### config.mk
export PLATFORM = sky130hd
export DESIGN_NAME = delta_reconstruct_decoder
export DESIGN_NICKNAME = d
export VERILOG_FILES = /design/src/rtl/delta_codec_pkg.sv /design/src/rtl/delta_mono_check.sv /design/src/rtl/delta_reconstruct_decoder.sv
export SDC_FILE = /design/constraint.sdc
export NUM_CORES = 1
export LEC_CHECK = 0
export BUFFER_PORTS_ARGS = -buffer_cell sky130_fd_sc_hd__buf_2
export CORE_MARGIN = 2
export CORE_UTILIZATION = 49
export DETAILED_ROUTE_END_ITERATION = 12
export PLACE_DENSITY_LB_ADDON = 0.2
export SYNTH_ARGS = -nofsm -noshare
export SYNTH_HDL_FRONTEND = slang
export SYNTH_SLANG_ARGS = --single-unit
export TNS_END_PERCENT = 20
### constraint.sdc
create_clock -name clk -period 5.2 [get_ports clk]
set_input_delay 1.04 -clock clk [delete_from_list [all_inputs] [get_ports clk]]
set_output_delay 1.04 -clock clk [all_outputs]
set_load 0.005 [all_outputs]
### src/rtl/delta_codec_pkg.sv
// Shared definitions for the delta-coded link receive side.
// Holds the default frame geometry, the decoder state encoding and the
// helper that locates a lane inside a flattened frame vector.
package delta_codec_pkg;

  localparam int N_DEF  = 9;  // lanes per frame
  localparam int W_DEF  = 8;  // lane width in bits
  localparam int CW_DEF = 4;  // count width, 2^CW > N

  typedef enum logic [1:0] {
    IDLE  = 2'd0,
    ACCUM = 2'd1,
    DONE  = 2'd2
  } dec_state_t;

  // Low bit of lane k in a flattened vector of w-bit lanes.
  function automatic int lane_lo(input int k, input int w);
    return k * w;
  endfunction

endpackage

### src/rtl/delta_mono_check.sv
// Frame integrity checker for the delta decoder.
// Flags a lane inside the meaningful range whose delta is zero (a duplicate
// of the previous value, lane 0 excluded since it is absolute) or whose
// addition to the running accumulator carries out of the lane width
// (the reconstructed sequence would not be increasing).
// Ports:
//   idx       lane currently being accumulated
//   count     number of meaningful lanes in the frame
//   acc       running sum before this lane
//   delta     delta for this lane
//   violation high when this lane breaks monotonicity
module delta_mono_check #(
  parameter int W  = 8,
  parameter int CW = 4
) (
  input  logic [CW-1:0] idx,
  input  logic [CW-1:0] count,
  input  logic [W-1:0]  acc,
  input  logic [W-1:0]  delta,
  output logic          violation
);

  logic [W-1:0] sum;
  logic         carry;
  logic         in_frame;
  logic         dup;

  assign sum      = acc + delta;
  // A modular sum smaller than its operand means the true sum wrapped.
  assign carry    = (sum < acc);
  assign in_frame = (idx < count);
  assign dup      = (idx != '0) && (delta == '0);

  assign violation = in_frame && (dup || carry);

endmodule

### src/rtl/delta_reconstruct_decoder.sv
// Delta reconstruct decoder.
// Rebuilds sorted unique values from a frame of delta-coded lanes by a
// running prefix sum, one lane per cycle. Lanes at or beyond the (clamped)
// unique count are forced to zero. Valid/ready handshake on both sides.
// Optional macro: DELTA_MONO_CHECK_EN enables the sticky err flag driven by
// delta_mono_check; when undefined err is constant 0.
// Ports:
//   clk, rst     clock (rising edge) and async active-high reset
//   in_valid     frame present on deltas_in/count_in
//   in_ready     decoder idle and able to take a frame
//   deltas_in    N lanes; lane 0 absolute, lanes 1..N-1 differences
//   count_in     unique count for the frame
//   out_valid    reconstructed frame available
//   out_ready    downstream takes the frame
//   values_out   reconstructed lanes
//   count_out    count clamped to N
//   err          integrity flag, meaningful with out_valid
module delta_reconstruct_decoder
  import delta_codec_pkg::*;
#(
  parameter int N  = N_DEF,
  parameter int W  = W_DEF,
  parameter int CW = CW_DEF
) (
  input  logic          clk,
  input  logic          rst,
  input  logic          in_valid,
  output logic          in_ready,
  input  logic [N*W-1:0] deltas_in,
  input  logic [CW-1:0] count_in,
  output logic          out_valid,
  input  logic          out_ready,
  output logic [N*W-1:0] values_out,
  output logic [CW-1:0] count_out,
  output logic          err
);

  localparam logic [CW-1:0] IDX_LAST = CW'(N - 1);
  localparam logic [CW-1:0] COUNT_MAX = CW'(N);

  dec_state_t state_q, state_d;

  logic [W-1:0]  deltas_q [N];
  logic [W-1:0]  lanes_q  [N];
  logic [W-1:0]  acc_q;
  logic [W-1:0]  acc_sum;
  logic [CW-1:0] idx_q;
  logic [CW-1:0] count_q;
  logic [CW-1:0] count_clamped;
  logic          accept;

  assign accept        = in_valid && (state_q == IDLE);
  assign count_clamped = (count_in > COUNT_MAX) ? COUNT_MAX : count_in;
  assign acc_sum       = acc_q + deltas_q[idx_q];

  always_ff @(posedge clk or posedge rst) begin
    if (rst) state_q <= IDLE;
    else     state_q <= state_d;
  end

  always_comb begin
    state_d   = state_q;
    in_ready  = 1'b0;
    out_valid = 1'b0;
    case (state_q)
      IDLE: begin
        in_ready = 1'b1;
        if (in_valid) state_d = ACCUM;
      end
      ACCUM: begin
        if (idx_q == IDX_LAST) state_d = DONE;
      end
      DONE: begin
        out_valid = 1'b1;
        if (out_ready) state_d = IDLE;
      end
      default: state_d = IDLE;
    endcase
  end

  always_ff @(posedge clk or posedge rst) begin
    if (rst) begin
      acc_q   <= '0;
      idx_q   <= '0;
      count_q <= '0;
      for (int k = 0; k < N; k++) begin
        deltas_q[k] <= '0;
        lanes_q[k]  <= '0;
      end
    end else if (accept) begin
      acc_q   <= '0;
      idx_q   <= '0;
      count_q <= count_clamped;
      for (int k = 0; k < N; k++) begin
        deltas_q[k] <= deltas_in[lane_lo(k, W) +: W];
        lanes_q[k]  <= '0;
      end
    end else if (state_q == ACCUM) begin
      // Accumulator keeps running past count; only the lane write is masked.
      acc_q          <= acc_sum;
      lanes_q[idx_q] <= (idx_q < count_q) ? acc_sum : '0;
      idx_q          <= idx_q + 1'b1;
    end
  end

  for (genvar k = 0; k < N; k++) begin : g_pack
    assign values_out[lane_lo(k, W) +: W] = lanes_q[k];
  end

  assign count_out = count_q;

`ifdef DELTA_MONO_CHECK_EN
  logic viol;
  logic err_q;

  delta_mono_check #(
    .W  (W),
    .CW (CW)
  ) u_mono_check (
    .idx       (idx_q),
    .count     (count_q),
    .acc       (acc_q),
    .delta     (deltas_q[idx_q]),
    .violation (viol)
  );

  always_ff @(posedge clk or posedge rst) begin
    if (rst)                               err_q <= 1'b0;
    else if (accept)                       err_q <= 1'b0;
    else if ((state_q == ACCUM) && viol)   err_q <= 1'b1;
  end

  assign err = err_q;
`else
  assign err = 1'b0;
`endif

endmodule

==> results of run 1 <==
final timing paths:
path / from / end / slack, ns / cells after the start
setup / recovery: idx_q[3] / values_out[38] / 1.54 / 15
hold / removal: values_out[32] / values_out[32] / 0.50 / 2
setup reg to reg: idx_q[3] / values_out[38] / 1.54 / 15
hold reg to reg: values_out[32] / values_out[32] / 0.50 / 2
max in group asynchronous: rst / deltas_q[27] / 3.08 / 3
min in group asynchronous: rst / values_out[4] / 0.76 / 2
cell usage in the layout, fill, tap and decap left out, types with 2 or more instances in the layout:
master and instances:
buf_4 7, clkbuf_16 17, o21ai_2 9, buf_2 157, nor2_1 5, bufinv_16 2
mux2_4 2, clkinv_2 5, ha_1 14, or2b_1 4, a21oi_1 8, mux4_2 6
clkinvlp_4 2, nand2b_1 17, xor2_1 3, mux2i_1 15, mux2_2 78, nor2b_1 3
clkinv_4 2, nand2_1 19, nand3_1 92, a21o_1 4, inv_1 12, o21ai_0 109
dfrtp_1 162, clkbuf_8 3
flip-flops by register name (all words and copies together) (netlist names):
register and cells:
state_q 2, idx_q 4, deltas_q 72, count_out 4, acc_q 8, values_out 72
layout make-up:
class	instances	area (µm²)	area share (%)
sequential	162	4050	46.5
multi-input combinational	405	2940	33.7
timing repair buffer	164	838	9.62
clock buffer	20	467	5.36
tap	184	230	2.64
clock inverter	12	130	1.49
inverter	13	52.6	0.603
antenna	1	2.50	0.0287
metal layers:
| metal | wire [µm] | global-route usage, % | vias up | part of all wire (%) |
|---|---|---|---|---|
| met5 | 0 | 0 | - | 0 |
| met4 | 374 | 9.80 | 0 | 2.2 |
| met3 | 1010 | 4.79 | 25 | 6.1 |
| met2 | 8000 | 34.9 | 180 | 48 |
| met1 | 7310 | 29.6 | 2597 | 44 |
| li1 | - | - | 2505 | - |
cells by family after synthesis:
kind of cell	share of synthesized area, %
xor gates and xnor gates	0.486
buffers and inverters	3.02
AOI/OAI and AO/OA	10.6
DFF	56.3
muxes	16.6
and+or+nand+nor	10.3
adders and majority gates	2.71
other	0.0521
cell usage after synthesis (all sizes together), types with 3 or more instances:
cell type  instances  share of area (%)
a21o               4               0.42
mux4               6                1.9
clkbuf            26                1.4
inv               13               0.68
mux2i             15                2.1
nor2               5               0.26
ha                14                2.4
nand2             20                1.0
nor2b              3               0.26
nand3             92                6.4
mux2              80                 13
nand2b            17                1.5
xor2               3               0.36
dfrtp            162                 56
buf               15               0.99
o21ai            119                8.7
a21oi              9               0.68
or2b               4               0.42
through the flow:
stage | power (mW) | setup WS [ns] | instances
floorplan | 4.00 | 2.10 | 621
global placement | 4.83 | 1.75 | 928
detailed placement | 4.98 | 1.56 | 928
CTS | 6.24 | 1.53 | 960
global route | 6.68 | 1.07 | 961
finish | 6.20 | 1.54 | 961
worst register-to-register path, cell delays in order, from the launching register on:
cell      delay (ns)
dfrtp_1         0.37
nor2b_1         0.69
nand2_1         0.10
o21ai_0         0.10
o21ai_0         0.09
o21ai_0         0.16
ha_1            0.22
inv_1           0.06
fa_1            0.40
nor2b_1         0.12
o21ai_0         0.10
a21oi_1         0.24
nor4_1          0.07
a311oi_1        0.33
or2b_1          0.31
o21ai_0         0.14
where the power goes:
part           switching (mW)  internal (mW)
combinational            1.70           1.15
sequential              0.310           1.79
clock                   0.498          0.747
total                    2.51           3.69
==> results.json, run 1 <==
{
  "run_status": "complete, no violations",
  "chipHeight_um": 125,
  "synth_warnings": 0,
  "cp_data_arrival_time_ns": 3.93,
  "timing.final.setup_violations": 0,
  "post_cts_resize_count": 0,
  "setup_repair_after_global_routing_missed_its_margin": "false",
  "cap_violations": 0,
  "crit_buf_inv": 1,
  "async_flop_share_pct": 100,
  "top_level_ports": 159,
  "routed-via-count": 5307,
  "drc": 0,
  "critPathMostFrequentCell": "o21ai_0",
  "number_of_global_route_vias_before_repair": 5314,
  "power.density_nw_per_um2": 711,
  "stdcell_area_um2": 8710,
  "drive_above_1_share_pct": 38.0,
  "syn_inst": 621,
  "number_of_buffers_added_on_ports": 157,
  "maxClockFrequency_mhz": 273,
  "grt_antenna_before_repair": 1,
  "yosysUniqueCellTypes": 38,
  "synth.cell_area_um2": 7200,
  "clk_path_buf_depth": 2,
  "cts_sinks": 162,
  "num-fill-cells": 1203,
  "final_global_route_overflow_total": 0,
  "critical-path-slowest-cell": "nor2b_1",
  "min_period_ns": 3.66,
  "routed_wl_mm": 16.7,
  "global_route.usage.total_pct": 22.1,
  "maximum_number_of_pins_on_one_net_before_global_route_repair": 104,
  "drtIter0Drc": 361,
  "route.detailed.wl_per_inst_um": 17.4,
  "post-dp-hpwl_mm": 11.5,
  "grt_first_pass_wirelength_mm": 27.4,
  "crit_path_required_time_ns": 5.47,
  "synth.yosys.seq_area_share_pct": 56.3,
  "fin_worst_skew_ns": 0.00764,
  "final-hold-violation-count": 0,
  "globalplace.congestion": 0.812,
  "die_area_um2": 15700,
  "synthesis.area_per_instance_um2": 11.6,
  "worstSetupStartpointType": "register",
  "cts_buffers": 17,
  "relSlewSlack_pct": 22.9,
  "hold_buffers": 0,
  "synth_edf_count": 0,
  "crit_family": "simple AND/OR/NAND/NOR gates",
  "ys_ff_latch": 162,
  "report.final.slew_viol_count": 0,
  "setup_tns_ns": 0,
  "root_buffer": "clkbuf_16",
  "clk_transition_reported_paths_ns": 0.06,
  "postSynthNetCount": 716,
  "finalCoreUtilization_pct": 60.4,
  "tightestPinTransition_ns": 1.16,
  "dr.pass1.iters": 5,
  "fp.coreArea_um2": 14400,
  "static-leakage-power_nw": 4.19,
  "synthFlopType": "dfrtp_1",
  "peakVddDrop_mv": 0.357,
  "clock_tree_from_tritoncts": "done",
  "area_delta_synth_final_pct": 21.0,
  "level_count_of_the_clock_h_tree": 4,
  "critical_path.endpoint_type": "register",
  "start_util_pct": 49.9,
  "antenna_violating_nets_remaining": 0,
  "slowest_delay_ns": 0.69,
  "avgViaCountPerCell": 5.52,
  "rows": 44,
  "crit_path_max_fanout": 12,
  "cts_post_setup_buffers_inserted": 0,
  "final_min_period_over_clock_period_pct": 70.4,
  "timing.hold.worst.class": "register to register",
  "clkLatencyLatePin_ns": 0.42,
  "criticalPathCategory": "register to register",
  "critical_path.cell_chain": "nor2b_1 -> nand2_1 -> o21ai_0 -> o21ai_0 -> o21ai_0 -> ha_1 -> inv_1 -> fa_1 -> nor2b_1 -> o21ai_0 -> a21oi_1 -> nor4_1 -> a311oi_1 -> or2b_1 -> o21ai_0",
  "placedInstanceArea_um2": 8110,
  "die_width_um": 125,
  "holdWs_ns": 0.496,
  "final_net_count": 858
}
Power figures use the tool's default switching activity.
==> inputs of run 2 (changes only) <==
--- a/config.mk
+++ b/config.mk
@@ -5,6 +5,7 @@
 export SDC_FILE = /design/constraint.sdc
 export NUM_CORES = 1
 export LEC_CHECK = 0
+export ABC_AREA = 1
 export BUFFER_PORTS_ARGS = -buffer_cell sky130_fd_sc_hd__buf_2
 export CORE_MARGIN = 2
 export CORE_UTILIZATION = 49
==> constraint.sdc (replaced) <==
create_clock -name clk -period 3.3 [get_ports clk]
set_input_delay 0.66 -clock clk [delete_from_list [all_inputs] [get_ports clk]]
set_output_delay 0.66 -clock clk [all_outputs]
set_load 0.005 [all_outputs]
==> run 2 against run 1 <==
Cell count is 26% higher. Fmax increased by 24%. Highest routed layer unchanged. Critical path type unchanged. Non-clock buffer count is 8 higher. Sequential cell count unchanged.
==> results.json, run 2 <==
{
  "run_status": "complete, no violations",
  "synth.most_common_cell": "nand2_1",
  "routed-wl-met3_um": 919,
  "setup_repair_after_global_routing_missed_its_margin": "false",
  "area_delta_synth_final_pct": 22.4,
  "insertedDiodeCount": 0,
  "post-dp-hpwl_mm": 13.0,
  "async_flop_share_pct": 100,
  "route.detailed.wl_per_inst_um": 15.4,
  "grt_first_pass_wirelength_mm": 30.5,
  "cts_buffers": 17,
  "syn_inst": 852,
  "num-fill-cells": 1317,
  "yosysUniqueCellTypes": 35,
  "globalplace.congestion": 0.818,
  "start_util_pct": 50.0,
  "synthesis.area_per_instance_um2": 8.49,
  "drive_above_1_share_pct": 22.4,
  "layout_commonest_cell": "nand2_1",
  "clock_tree_from_tritoncts": "done",
  "synth.yosys.seq_area_share_pct": 56.0,
  "clock_power_share_pct": 20.6,
  "static-leakage-power_nw": 4.87,
  "clk_transition_reported_paths_ns": 0.06,
  "drtIter0Drc": 342,
  "tightestPinTransition_ns": 0.989,
  "hold_buffers": 0,
  "grt_antenna_before_repair": 0,
  "peakVddDrop_mv": 0.551,
  "final_min_period_over_clock_period_pct": 89.1,
  "final-hold-violation-count": 0,
  "chipHeight_um": 126,
  "yosys_top_cell_by_area": "dfrtp_1",
  "clk_path_buf_depth": 2,
  "die_area_um2": 15800,
  "maximum_number_of_pins_on_one_net_before_global_route_repair": 77,
  "synth_warnings": 0,
  "timing.final.setup_violations": 0,
  "drc": 0,
  "ys_ff_latch": 162,
  "antenna_violating_nets_remaining": 0,
  "mostFrequentLayoutCells": "354 x nand2_1, 162 x dfrtp_1, 157 x buf_2",
  "relSlewSlack_pct": 34.0,
  "timing.hold.worst.class": "input port to asynchronous set/reset pin",
  "cp_data_arrival_time_ns": 3.28,
  "number_of_global_route_vias_before_repair": 5957,
  "dr.pass1.iters": 4,
  "top_level_ports": 159,
  "cap_violations": 0,
  "power.density_nw_per_um2": 1150,
  "clkLatencyLatePin_ns": 0.43,
  "synthFlopType": "dfrtp_1",
  "maxClockFrequency_mhz": 340,
  "cellInternalPower_mw": 5.64,
  "min_period_ns": 2.94,
  "post_cts_resize_count": 0,
  "routed-via-count": 6249,
  "global_route.usage.total_pct": 24.5,
  "root_buffer": "clkbuf_16",
  "die_width_um": 126,
  "met2_length_mm": 8.58,
  "power_switching_share_pct": 44.4,
  "report.final.slew_viol_count": 0,
  "worstSetupStartpointType": "register",
  "level_count_of_the_clock_h_tree": 4,
  "met1_length_mm": 8.67,
  "synth.top_cells.by_area": "dfrtp_1 56%, nand2_1 18%, o21ai_0 5.9%",
  "setup_tns_ns": 0,
  "yosys-top-cells-count": "355 x nand2_1, 162 x dfrtp_1, 85 x o21ai_0",
  "final_net_count": 1105,
  "synth_edf_count": 0,
  "avgViaCountPerCell": 5.18,
  "number_of_buffers_added_on_ports": 157,
  "crit_path_required_time_ns": 3.64,
  "final_global_route_overflow_total": 0,
  "synth.cell_area_um2": 7240,
  "postSynthNetCount": 947,
  "highest-signal-layer": "met4",
  "routed_wl_mm": 18.6,
  "fin_worst_skew_ns": 0.00612,
  "criticalPathCategory": "register to register",
  "cts_sinks": 162,
  "combinationalPowerShare_pct": 46.5,
  "seqPwrFrac_pct": 32.9,
  "fp.coreArea_um2": 14500,
  "critical_path.endpoint_type": "register",
  "post-synth-top-area-fraction_pct": 56.0,
  "crit_path_max_fanout": 21,
  "fin_total_pwr_mw": 10.1,
  "rows": 44,
  "cts_post_setup_buffers_inserted": 0,
  "p_sw_mw": 4.51
}
run 2: changes by cell type after synthesis, sizes merged, moves of 8 or more:
| cell | delta |
|---|---|
| nor2 | +35 |
| mux2 | -80 |
| o21ai | -29 |
| clkbuf | -13 |
| o31ai | +8 |
| a221oi | +11 |
| inv | +45 |
| o22ai | +9 |
| nand2 | +340 |
| mux2i | -15 |
| nand3 | -52 |
| nand2b | -17 |
run 2: logic make-up (layout without fill, tap and decap cells):
family	Yosys count	after routing	share of synthesized area (%)
and+or+nand+nor	444	444	24.7
DFF	162	162	56.0
AOI/OAI and AO/OA	136	136	10.8
buffers and inverters	91	262	5.31
adders and majority gates	15	15	2.70
xor gates and xnor gates	3	3	0.363
other	1	1	0.0518
run 2: layer usage:
metal  vias to the layer above  GRT usage [%]
li1                       3068              -
met1                      2959           34.3
met2                       192           37.8
met3                        30           5.01
met4                         0           9.35
met5                         -              0
run 2: final timing paths:
path / from / endpoint / slack (ns) / cells past startpoint
worst max register to register: idx_q[2] / values_out[22] / 0.36 / 15
worst min register to register: values_out[63] / values_out[63] / 0.48 / 2
min in group clk: out_ready / state_q[1] / 0.40 / 2
worst min-delay path: rst / count_out[1] / 0.35 / 2
max in group asynchronous: rst / deltas_q[3] / 2.16 / 3
worst max-delay path: idx_q[2] / values_out[22] / 0.36 / 15
run 2: layout make-up:
class / instances / area, µm² / area share (%)
tap: 184 / 230 / 2.60
multi-input combinational: 599 / 2800 / 31.6
timing repair buffer: 172 / 923 / 10.4
sequential: 162 / 4050 / 45.8
inverter: 58 / 221 / 2.50
clock buffer: 18 / 439 / 4.96
clock inverter: 14 / 188 / 2.12
run 2: power groups by stage:
stage,logic [mW],registers (mW),clock network [mW]
6_report,4.72,3.34,2.09
5_1_grt,5.39,3.42,2.20
4_1_cts,4.74,3.33,2.10
3_5_place_dp,4.70,3.36,0
3_3_place_gp,4.61,3.36,0
2_1_floorplan,3.14,3.25,0
run 2: worst max-delay path, stage by stage (launching register included):
cell and delay, ns:
dfrtp_1 0.35, buf_4 0.15, inv_1 0.08, nor2_4 0.08, buf_4 0.24, a221oi_1 0.11
o31ai_1 0.26, ha_1 0.21, inv_1 0.05, fa_1 0.39, inv_1 0.09, nand4_1 0.09
o211ai_1 0.11, xor2_1 0.20, nand2_1 0.21, o21ai_0 0.22
run 2: metrics by stage:
step | instance area (µm²) | worst slack (ns) | cells | util, % | hold WS, ns
floorplan | 7240 | 0.583 | 852 | - | 0.444
global placement | 8230 | 0.413 | 1175 | 56.8 | 0.458
detailed placement | 8230 | 0.319 | 1175 | 56.8 | 0.460
CTS | 8860 | 0.300 | 1207 | 61.2 | 0.359
global route | 8860 | 0.0285 | 1207 | 61.2 | 0.408
finish | 8860 | 0.359 | 1207 | 61.2 | 0.350
